--- config.mk ---
export PLATFORM = sky130hd
export DESIGN_NAME = counter_bank_flat
export DESIGN_NICKNAME = d
export VERILOG_FILES = /design/src/rtl/counter_bank_if.sv /design/src/rtl/counter_bank.sv /design/src/flat_wrapper.sv
export SDC_FILE = /design/constraint.sdc
export NUM_CORES = 1
export LEC_CHECK = 0
export BUFFER_PORTS_ARGS = -buffer_cell sky130_fd_sc_hd__clkbuf_2
export CAP_MARGIN = 20
export CORE_AREA = 3 3 206 148
export CTS_CLUSTER_DIAMETER = 50
export CTS_CLUSTER_SIZE = 8
export DETAILED_ROUTE_END_ITERATION = 12
export DIE_AREA = 0 0 209 151
export PLACE_DENSITY = 0.91
export SLEW_MARGIN = 20
export SYNTH_ARGS = -nofsm -noshare
export SYNTH_HDL_FRONTEND = slang
export SYNTH_SLANG_ARGS = --single-unit
export TNS_END_PERCENT = 100
--- constraint.sdc ---
create_clock -name clk -period 3 [get_ports clk]
set_input_delay 0.3 -clock clk [delete_from_list [all_inputs] [get_ports clk]]
set_output_delay 0.3 -clock clk [all_outputs]
set_load 0.05 [all_outputs]
--- src/rtl/counter_bank_if.sv ---
// Counter bank bus: event/limit/control inputs and
// live counter, flag and snapshot outputs.
interface counter_bank_if #(
  parameter int CHANNELS   = 4,
  parameter int RESOLUTION = 32
);
  logic                           mode_wrap;
  logic [CHANNELS-1:0]            enable;
  logic [CHANNELS-1:0]            clear;
  logic [CHANNELS*RESOLUTION-1:0] counter_max;
  logic                           capture;
  logic [CHANNELS*RESOLUTION-1:0] counter_out;
  logic [CHANNELS-1:0]            overflow;
  logic [CHANNELS-1:0]            wrapped;
  logic [CHANNELS-1:0]            overflow_sticky;
  logic [CHANNELS*RESOLUTION-1:0] snapshot;
  logic [CHANNELS-1:0]            snapshot_ovf;
  logic                           snapshot_valid;

  modport master (
    output mode_wrap, enable, clear,
    output counter_max, capture,
    input  counter_out, overflow, wrapped,
    input  overflow_sticky, snapshot,
    input  snapshot_ovf, snapshot_valid
  );

  modport slave (
    input  mode_wrap, enable, clear,
    input  counter_max, capture,
    output counter_out, overflow, wrapped,
    output overflow_sticky, snapshot,
    output snapshot_ovf, snapshot_valid
  );
endinterface

--- src/rtl/counter_bank.sv ---
// Bank of independent event counters with limits,
// saturate/wrap mode, sticky overflow and snapshot.
module counter_bank #(
  parameter int CHANNELS         = 4,
  parameter int RESOLUTION       = 32,
  parameter bit CLEAR_ON_CAPTURE = 1'b0
) (
  input logic           clk,
  input logic           reset,
  counter_bank_if.slave bus
);

  typedef logic [CHANNELS-1:0][RESOLUTION-1:0] vec_t;

  localparam logic [RESOLUTION-1:0] ONE =
    RESOLUTION'(1);

  vec_t                cnt;
  vec_t                lim;
  vec_t                snap;
  logic [CHANNELS-1:0] sticky;
  logic [CHANNELS-1:0] wrap_q;
  logic [CHANNELS-1:0] snap_ovf;
  logic                snap_vld;
  logic [CHANNELS-1:0] ovf;

  assign lim                 = bus.counter_max;
  assign bus.counter_out     = cnt;
  assign bus.snapshot        = snap;
  assign bus.overflow        = ovf;
  assign bus.wrapped         = wrap_q;
  assign bus.overflow_sticky = sticky;
  assign bus.snapshot_ovf    = snap_ovf;
  assign bus.snapshot_valid  = snap_vld;

  always_comb begin
    ovf = '0;
    for (int i = 0; i < CHANNELS; i++)
      ovf[i] = (cnt[i] == lim[i]);
  end

  // Snapshot samples pre-update state, so it
  // sees the value a same-cycle clear wipes.
  always_ff @(posedge clk) begin
    if (reset) begin
      cnt      <= '0;
      sticky   <= '0;
      wrap_q   <= '0;
      snap     <= '0;
      snap_ovf <= '0;
      snap_vld <= 1'b0;
    end else begin
      snap_vld <= bus.capture;
      if (bus.capture) begin
        snap     <= cnt;
        snap_ovf <= sticky;
      end
      for (int i = 0; i < CHANNELS; i++) begin
        wrap_q[i] <= 1'b0;
        if (bus.clear[i]) begin
          cnt[i]    <= '0;
          sticky[i] <= 1'b0;
        end else if (CLEAR_ON_CAPTURE &&
                     bus.capture) begin
          cnt[i]    <= (bus.enable[i] &&
                        lim[i] != '0) ? ONE : '0;
          sticky[i] <= 1'b0;
        end else if (bus.enable[i]) begin
          if (cnt[i] < lim[i]) begin
            cnt[i] <= cnt[i] + ONE;
          end else begin
            sticky[i] <= 1'b1;
            if (bus.mode_wrap) begin
              cnt[i]    <= '0;
              wrap_q[i] <= 1'b1;
            end
          end
        end
      end
    end
  end

endmodule

--- src/flat_wrapper.sv ---
// flat-port wrapper written by rule: the top's interface ports become plain ports
module counter_bank_flat 
#(
  parameter int CHANNELS         = 4,
  parameter int RESOLUTION       = 32,
  parameter bit CLEAR_ON_CAPTURE = 1'b0
)
  (clk, reset, bus_mode_wrap, bus_enable, bus_clear, bus_counter_max, bus_capture, bus_counter_out, bus_overflow, bus_wrapped, bus_overflow_sticky, bus_snapshot, bus_snapshot_ovf, bus_snapshot_valid);
  counter_bank_if #(.CHANNELS(CHANNELS), .RESOLUTION(RESOLUTION)) bus_i ();
  input logic clk;
  input logic reset;
  input wire logic [$bits(bus_i.mode_wrap)-1:0] bus_mode_wrap;
  input wire logic [$bits(bus_i.enable)-1:0] bus_enable;
  input wire logic [$bits(bus_i.clear)-1:0] bus_clear;
  input wire logic [$bits(bus_i.counter_max)-1:0] bus_counter_max;
  input wire logic [$bits(bus_i.capture)-1:0] bus_capture;
  output wire logic [$bits(bus_i.counter_out)-1:0] bus_counter_out;
  output wire logic [$bits(bus_i.overflow)-1:0] bus_overflow;
  output wire logic [$bits(bus_i.wrapped)-1:0] bus_wrapped;
  output wire logic [$bits(bus_i.overflow_sticky)-1:0] bus_overflow_sticky;
  output wire logic [$bits(bus_i.snapshot)-1:0] bus_snapshot;
  output wire logic [$bits(bus_i.snapshot_ovf)-1:0] bus_snapshot_ovf;
  output wire logic [$bits(bus_i.snapshot_valid)-1:0] bus_snapshot_valid;
  assign bus_i.mode_wrap = bus_mode_wrap;
  assign bus_i.enable = bus_enable;
  assign bus_i.clear = bus_clear;
  assign bus_i.counter_max = bus_counter_max;
  assign bus_i.capture = bus_capture;
  assign bus_counter_out = bus_i.counter_out;
  assign bus_overflow = bus_i.overflow;
  assign bus_wrapped = bus_i.wrapped;
  assign bus_overflow_sticky = bus_i.overflow_sticky;
  assign bus_snapshot = bus_i.snapshot;
  assign bus_snapshot_ovf = bus_i.snapshot_ovf;
  assign bus_snapshot_valid = bus_i.snapshot_valid;
  counter_bank #(.CHANNELS(CHANNELS), .RESOLUTION(RESOLUTION), .CLEAR_ON_CAPTURE(CLEAR_ON_CAPTURE)) u_core (.clk(clk), .reset(reset), .bus(bus_i));
endmodule
=== Word level (Yosys, flattened, before mapping) ===
Cells that the tools add are included.

* $lt $le $gt $ge: 4
* Equality and inequality tests: 4
* Bitwise gates (word level): 8
* Reductions and logical operators: 20
* Mux-type cells: 6
* Add/subtract/negate cells: 4

{| class="wikitable"
|+ Operator list
! operator !! count
|-
| $mux 32 || 5
|-
| $add 32x1->32 const B || 4
|-
| $eq 32x32->1 || 4
|-
| $lt 32x32->1 || 4
|-
| $reduce_and 2->1 || 8
|-
| $reduce_or 4->1 || 4
|-
| $not 1->1 || 8
|-
| $reduce_bool 2->1 || 4
|-
| $reduce_or 2->1 || 4
|-
| $mux 1 || 1
|}

* Register bits after elaboration: 269

=== Depth between registers and ports, before layout ===
Gate-level depths: netlist of run 1.

* Depth in word-level cells: 3
* Gate-level depth with buffers: 11
* Depth with buffers taken out: 9

=== Least setup slack after synthesis of run 1 ===
Ideal clock, no wire load.

* Path type: register to output
* Start point: register u_core.cnt, in the netlist u_core.bus.counter_out[94]
* End point: output bus_overflow[2]
* Stages on the path, launching flop included: 6
* Setup slack: -0.146 ns
* Buffers on the path: 0
* Arrival time: 2.846 ns
* Required time: 2.700 ns
* Path through: dfxtp_1 ha_1 nand4_1 or2_2 or3_1 nor3_1

* Longest elaborated chain between the ends: 1

{| class="wikitable"
|+ RTL lines
! what !! RTL line !! source
|-
| from (decl) || counter_bank.sv:18 || <nowiki>vec_t cnt;</nowiki>
|-
| from (signal, indexed assignment) || counter_bank.sv:65 || <nowiki>cnt[i] <= (bus.enable[i] &&</nowiki>
|-
| from (signal, indexed assignment) || counter_bank.sv:70 || <nowiki>cnt[i] <= cnt[i] + ONE;</nowiki>
|-
| $eq 32x32->1 || counter_bank.sv:39 || <nowiki>ovf[i] = (cnt[i] == lim[i]);</nowiki>
|-
| to (decl) || flat_wrapper.sv:18 || <nowiki>output wire logic [$bits(bus_i.overflow)-1:0] bus_overflow;</nowiki>
|}

No other way between the ends.

=== Worst setup path after layout of run 1 ===
* Start point: register u_core.cnt, in the netlist u_core.bus.counter_out[46]
* End point: register u_core.cnt, in the netlist u_core.bus.counter_out[42]

* Longest elaborated chain between the ends: 3
* Elaborated cells between the ends (all ways): 4
* Classes of those cells: order compare: 1; mux: 1; reduce/logical: 2

{| class="wikitable"
|+ RTL lines
! what !! RTL line !! source
|-
| $lt 32x32->1 (*) || counter_bank.sv:69 || <nowiki>if (cnt[i] < lim[i]) begin</nowiki>
|-
| $reduce_bool 2->1 (no source line) || n/a ||
|-
| $reduce_and 2->1 (no source line) || n/a ||
|}

Mark *: on every way between the ends. The rest lies on a longest branch, timed or not.
A chain may end at the register's enable or synchronous reset.

==> results of run 1 <==
-- critical path, cell delays in order (launching register included) --
cell and delay [ps]:
dfxtp_1 320, ha_1 330, nand4_1 160, buf_4 180, nor4_1 420, a21boi_1 340, o31a_1 220, buf_4 130
or2_4 200, nor2_1 110, a221o_1 380
-- cell type report --
type,instances,area (um2),area share (%)
tap,378,473,2.40
clock buffer,43,1040,5.29
antenna,1,2.50,0.0127
inverter,159,597,3.02
multi-input combinational,1301,8820,44.7
sequential,269,5390,27.3
clock inverter,2,60.1,0.304
timing repair buffer,576,3350,17.0
-- final timing paths --
kind	to	slack [ps]	depth (start not counted)
worst max-delay path	u_core.bus.counter_out[42]$_SDFFE_PP0P_	70	10
worst min register to register	u_core.bus.snapshot_ovf[2]$_SDFFE_PP0P_	490	2
worst max register to register	u_core.bus.counter_out[42]$_SDFFE_PP0P_	70	10
worst min-delay path	u_core.bus.snapshot[110]$_SDFFE_PP0P_	110	3
-- kinds of logic after synthesis --
group                    Yosys count  synth area share [%]
AND/OR/NAND/NOR                  658                  21.0
AO/OA/AOI/OAI                    338                  14.7
flip-flops                       269                  35.7
buffers and inverters            232                  6.21
multiplexers                     163                  10.9
adder cells (fa/ha/maj)          132                  11.0
XOR/XNOR                          10                 0.581
-- repair_timing --
item | CTS | global route
resized for setup | 1 | 9
setup endpoints to repair | 4 | 26
pin swaps | 0 | 0
endpoints found under the hold margin | 0 | 0
gates cloned | 0 | 0
setup buffers | 0 | 0
-- routing by layer --
layer  track usage [%]  up-vias  wire length [um]
li1                  -     7481                 -
met1              38.7     7596             20200
met2              53.9      961             24900
met3              7.12      169              5280
met4              11.9        2              1720
met5                 0        -                13
-- state kept, by name (all words and copies together) (netlist names) --
| register | flops |
|---|---|
| u_core.bus.counter_out | 128 |
| u_core.bus.overflow_sticky | 4 |
| u_core.bus.snapshot | 128 |
| u_core.bus.snapshot_ovf | 4 |
| u_core.bus.snapshot_valid | 1 |
| u_core.bus.wrapped | 4 |
-- power by group through the flow --
| stage | registers (mW) | logic [mW] | clock network (mW) |
|---|---|---|---|
| after floorplan | 3.68 | 0.324 | 0 |
| after global placement | 3.66 | 0.545 | 0 |
| after detailed placement | 3.66 | 0.569 | 0 |
| after CTS | 3.59 | 0.576 | 4.17 |
| after global routing | 3.59 | 0.634 | 4.32 |
| final | 3.59 | 0.587 | 4.11 |
-- cell usage in the layout (no fill, tap or decap), types with 25 or more instances in the layout --
cell type,netlist,routed
clkbuf_16,0,41
a21oi_1,98,98
buf_4,3,161
nand3_1,80,80
nor3_1,33,30
inv_1,158,158
ha_1,132,132
dfxtp_1,269,269
nand4_1,52,52
nand2_1,129,129
nor2_1,231,229
mux2i_1,156,156
clkbuf_2,0,410
o21ai_0,53,53
and3_1,25,25
-- through the flow --
stage | total power, mW | hold slack (ps) | utilization, %
final | 8.29 | 110 | 68.9
after global routing | 8.54 | 110 | 68.9
after CTS | 8.34 | 81.7 | 68.8
after detailed placement | 4.23 | 480 | 64.9
after global placement | 4.21 | 471 | 64.9
after floorplan | 4.01 | 446 | -
==> results.cfg, run 1 <==
[place]
pre_cts_slack_ps = -228
routabilityCongestion = 0.930
placed_cell_area_um2 = 18600
place_inst = 2683
place_hpwl_mm = 39.2
port_buffers = 412

[synth]
synth_top_area_share_pct = 35.7
ys_ff_latch = 269
syn_nets = 2074
synth_seq_area_share_pct = 35.7
syn-instance-count = 1802
synthesis.area_um2 = 15100
synth_edf_count = 0
yosysTopAreaCell = dfxtp_1
ys_top_cells_by_area = dfxtp_1 (36%), ha_1 (11%), mux2i_1 (10%)
ys_warn_count = 0
yosys-top-cells-count = dfxtp_1 (269), nor2_1 (231), inv_1 (158)
ys.flop_type = dfxtp_1
synthDistinctLibCells = 75
avgSynthCellArea_um2 = 8.37
synth_most_common_cell = dfxtp_1
synthArstFlopShare_pct = 0

[cells_and_area]
drive_gt1_share_pct = 28.5
final_area_um2 = 19700
fillerInstances = 2053
layout.nets = 2619
area_delta_synth_final_pct = 30.8
finalNonFillerCells = 2729

[power]
irDropWorstVdd_uv = 423
clkPwrFrac_pct = 49.6
p_leak_nw = 9.97
seq_power_share_pct = 43.3
pwr-share-comb_pct = 7.1
power.density_nw_per_um2 = 420
cellInternalPower_mw = 6.40
swShare_pct = 22.8
switchingPower_mw = 1.89

[drt]
dr.pass1.iters = 7
drtAntennaViolNets = 0
drc = 0
wl_per_cell_um = 19.1
vias = 16200
viasPerCell = 5.94
drtIter0Drc = 1599
routed_wl_mm = 52.1

[critical_path]
cp.arrival_ps = 3310
cp-end-kind = flop
cp-startpoint = u_core.bus.counter_out[46]$_SDFFE_PP0P_
crit_path_start_kind = flop
crit_type = flop to flop
crit_fanout = 13
required_ps = 3380
r2r-start = u_core.bus.counter_out[46]$_SDFFE_PP0P_

[die]
chipWidth_um = 209
coreArea_um2 = 28600
ios = 413
rows = 52
die_area_um2 = 31600
initial_core_util_pct = 52.7
die_h_um = 151

[outcome]
status = complete, no violations

[clocking]
holdBufCountCts = 0
cts_tree = built
clk_pin_slew_worst_paths_ps = 50
insertion_delay_ps = 510
cts_root_buf = clkbuf_16
cts.sinks = 269
htreeDepth = 2
cts_buffers = 40
clock_path_buffers = 3

[hold_path]
hp-start = bus_capture
hold_class = primary input to flop

[sta]
setup_tns_ps = 0
clock_skew_ps = 9.73
min_period_ps = 2930
tightest_slew_ps = 1040
timing.final.ws_setup_ps = 74.3
fin_crit_sh_pct = 97.5
hold_viol = 0
maxClockFrequency_mhz = 342
slew_violations = 0
slew_headroom_pct = 30.7
setup_violations = 0
grt_setup_unrepaired = no

[global_route]
antenna_found_initial = 2
overflow = 0
grt_pass1_vias = 15800
grt_usage_pct = 31.3
grt_first_pass_wirelength_mm = 81.3
grt_start_max_net_pins = 98

[flow_run]
drv_cap = 0
Power figures use the tool's default switching activity.
==> run 2, diff against run 1 <==
--- a/config.mk
+++ b/config.mk
@@ -8,9 +8,9 @@
 export BUFFER_PORTS_ARGS = -buffer_cell sky130_fd_sc_hd__clkbuf_2
 export CAP_MARGIN = 20
-export CORE_AREA = 3 3 206 148
+export CORE_AREA = 2 2 205 147
 export CTS_CLUSTER_DIAMETER = 50
 export CTS_CLUSTER_SIZE = 8
 export DETAILED_ROUTE_END_ITERATION = 12
-export DIE_AREA = 0 0 209 151
+export DIE_AREA = 0 0 207 149
 export PLACE_DENSITY = 0.91
 export SLEW_MARGIN = 20
==> constraint.sdc (replaced) <==
create_clock -name clk -period 3 [get_ports clk]
set_input_delay 0.3 -clock clk [delete_from_list [all_inputs] [get_ports clk]]
set_output_delay 0.3 -clock clk [all_outputs]
set_load 0.1 [all_outputs]
==> results.cfg, run 2 (synthesis gave the netlist of run 1 again) <==
[critical_path]
critPathSlowestCell = nor4_1
critPathMaxStageDelay_ps = 610
crit_fanout = 8
crit_chain = ha_1 -> nand3_1 -> nor4_2 -> nand2_1 -> nor4_1 -> or3b_1 -> xnor2_1 -> a22o_1
critical_path_buf_inv_count = 0
r2r-start = u_core.bus.counter_out[96]$_SDFFE_PP0P_
r2r_cells = 8
crit_type = flop to flop
required_ps = 3410
cp_top_family = simple AND/OR/NAND/NOR gates
crit_path_start_kind = flop
cp-end-kind = flop
reg2reg_setup_slack_ps = 90
cp.arrival_ps = 3320
r2r_end = u_core.bus.counter_out[126]$_SDFFE_PP0P_

[drt]
wl_per_cell_um = 19.4
drtIter0Drc = 1653
vias = 16100
drtAntennaViolNets = 0
viasPerCell = 5.93
dr.pass1.iters = 6
drc = 0
routed_wl_mm = 52.4

[hold_path]
hp-start = reset
hold_class = primary input to flop
hold_depth = 2
hold_end = u_core.bus.snapshot[116]$_SDFFE_PP0P_

[sta]
maxClockFrequency_mhz = 343
grt_setup_unrepaired = no
clock_skew_ps = 18.7
hold_viol = 0
slew_violations = 0
slew_headroom_pct = 39.5
fin_crit_sh_pct = 97.1
tightest_slew_ps = 899
setup_violations = 0
min_period_ps = 2910
setup_tns_ps = 0

[cells_and_area]
fillerInstances = 2176
area_delta_synth_final_pct = 30.2
final_cell_mix = clkbuf_2 (408), nor2_1 (230), dfxtp_1 (173), inv_1 (158), mux2i_1 (156)
layout.nets = 2588
final_common_cell = clkbuf_2
drive_gt1_share_pct = 31.8
final_area_um2 = 19600
antennaDiodeCount = 0

[power]
seq_power_share_pct = 43.0
p_leak_nw = 9.88
power_mw = 8.35
irDropWorstVdd_uv = 356
pwr-share-comb_pct = 7.3
clkPwrFrac_pct = 49.7
cellInternalPower_mw = 6.36
switchingPower_mw = 1.99
power.density_nw_per_um2 = 425
swShare_pct = 23.8

[clocking]
cts_buffers = 40
cts_root_buf = clkbuf_16
clk_pin_slew_worst_paths_ps = 50
cts_setup_buffers = 0
htreeDepth = 2
cts_tree = built
insertion_delay_ps = 520
clock_path_buffers = 3
cts.sinks = 269

[global_route]
grt_pass1_vias = 15800
overflow = 0
grt_usage_pct = 32.7
antenna_found_initial = 2
grt_start_max_net_pins = 60
grt_first_pass_wirelength_mm = 82.6

[place]
place_hpwl_mm = 38.4
port_buffers = 412
routabilityCongestion = 0.935
placed_cell_area_um2 = 18500

[die]
chipWidth_um = 207
die_area_um2 = 30800
rows = 53
die_h_um = 149
initial_core_util_pct = 51.7
coreArea_um2 = 29200
ios = 413

[flow_run]
drv_cap = 0

[outcome]
status = complete, no violations
[run 2: layer usage]
layer / vias up / share of wire [%] / wire (um) / global-route usage (%)
met5: - / 0.052 / 27 / 0
met4: 4 / 3.9 / 2020 / 13.1
met3: 199 / 10 / 5310 / 7.81
met2: 1011 / 48 / 25000 / 55.6
met1: 7433 / 38 / 20100 / 40.0
li1: 7423 / - / - / -
[run 2: cell type report]
class | count | area [um2] | area share [%]
repair buffers | 545 | 3120 | 15.9
multi-input cells | 1301 | 8820 | 44.9
inverters | 159 | 597 | 3.04
clock inverters | 3 | 47.5 | 0.242
clock buffers | 46 | 1060 | 5.42
flip-flops and latches | 269 | 5510 | 28.0
well taps | 385 | 482 | 2.45
[run 2: worst max-delay path by stage]
stage	endpoint	startpoint	cells after the start
detailed placement	u_core.bus.counter_out[39]$_SDFFE_PP0P_	bus_counter_max[46]	11
global route	u_core.bus.counter_out[24]$_SDFFE_PP0P_	u_core.bus.counter_out[11]$_SDFFE_PP0P_	9
CTS	bus_overflow[2]	u_core.bus.counter_out[93]$_SDFFE_PP0P_	6
floorplan	u_core.bus.counter_out[42]$_SDFFE_PP0P_	u_core.bus.counter_out[57]$_SDFFE_PP0P_	9
global placement	u_core.bus.counter_out[48]$_SDFFE_PP0P_	bus_counter_max[46]	10
finish	u_core.bus.counter_out[126]$_SDFFE_PP0P_	u_core.bus.counter_out[96]$_SDFFE_PP0P_	8
[run 2: through the flow]
step	worst slack [ps]	hold WS [ps]	utilization [%]	instances
after floorplan	0.467	446	-	1802
after global placement	-26.0	473	63.3	2659
after detailed placement	-165	478	63.3	2659
after CTS	33.7	70.7	67.2	2708
after global routing	12.0	85.4	67.3	2708
final	87.9	80.2	67.3	2708
[run 2: power by group through the flow]
stage               Clock, mW  Combinational (mW)  Sequential (mW)
global placement            0               0.565             3.66
CTS                      4.17               0.598             3.59
finish                   4.15               0.610             3.59
detailed placement          0               0.591             3.66
global route             4.34               0.657             3.59
floorplan                   0               0.324             3.71
[run 2: repair_timing]
item	in CTS	in global routing
pin swaps	0	0
resized for setup	3	7
hold buffers	0	0
setup endpoints to repair	8	11
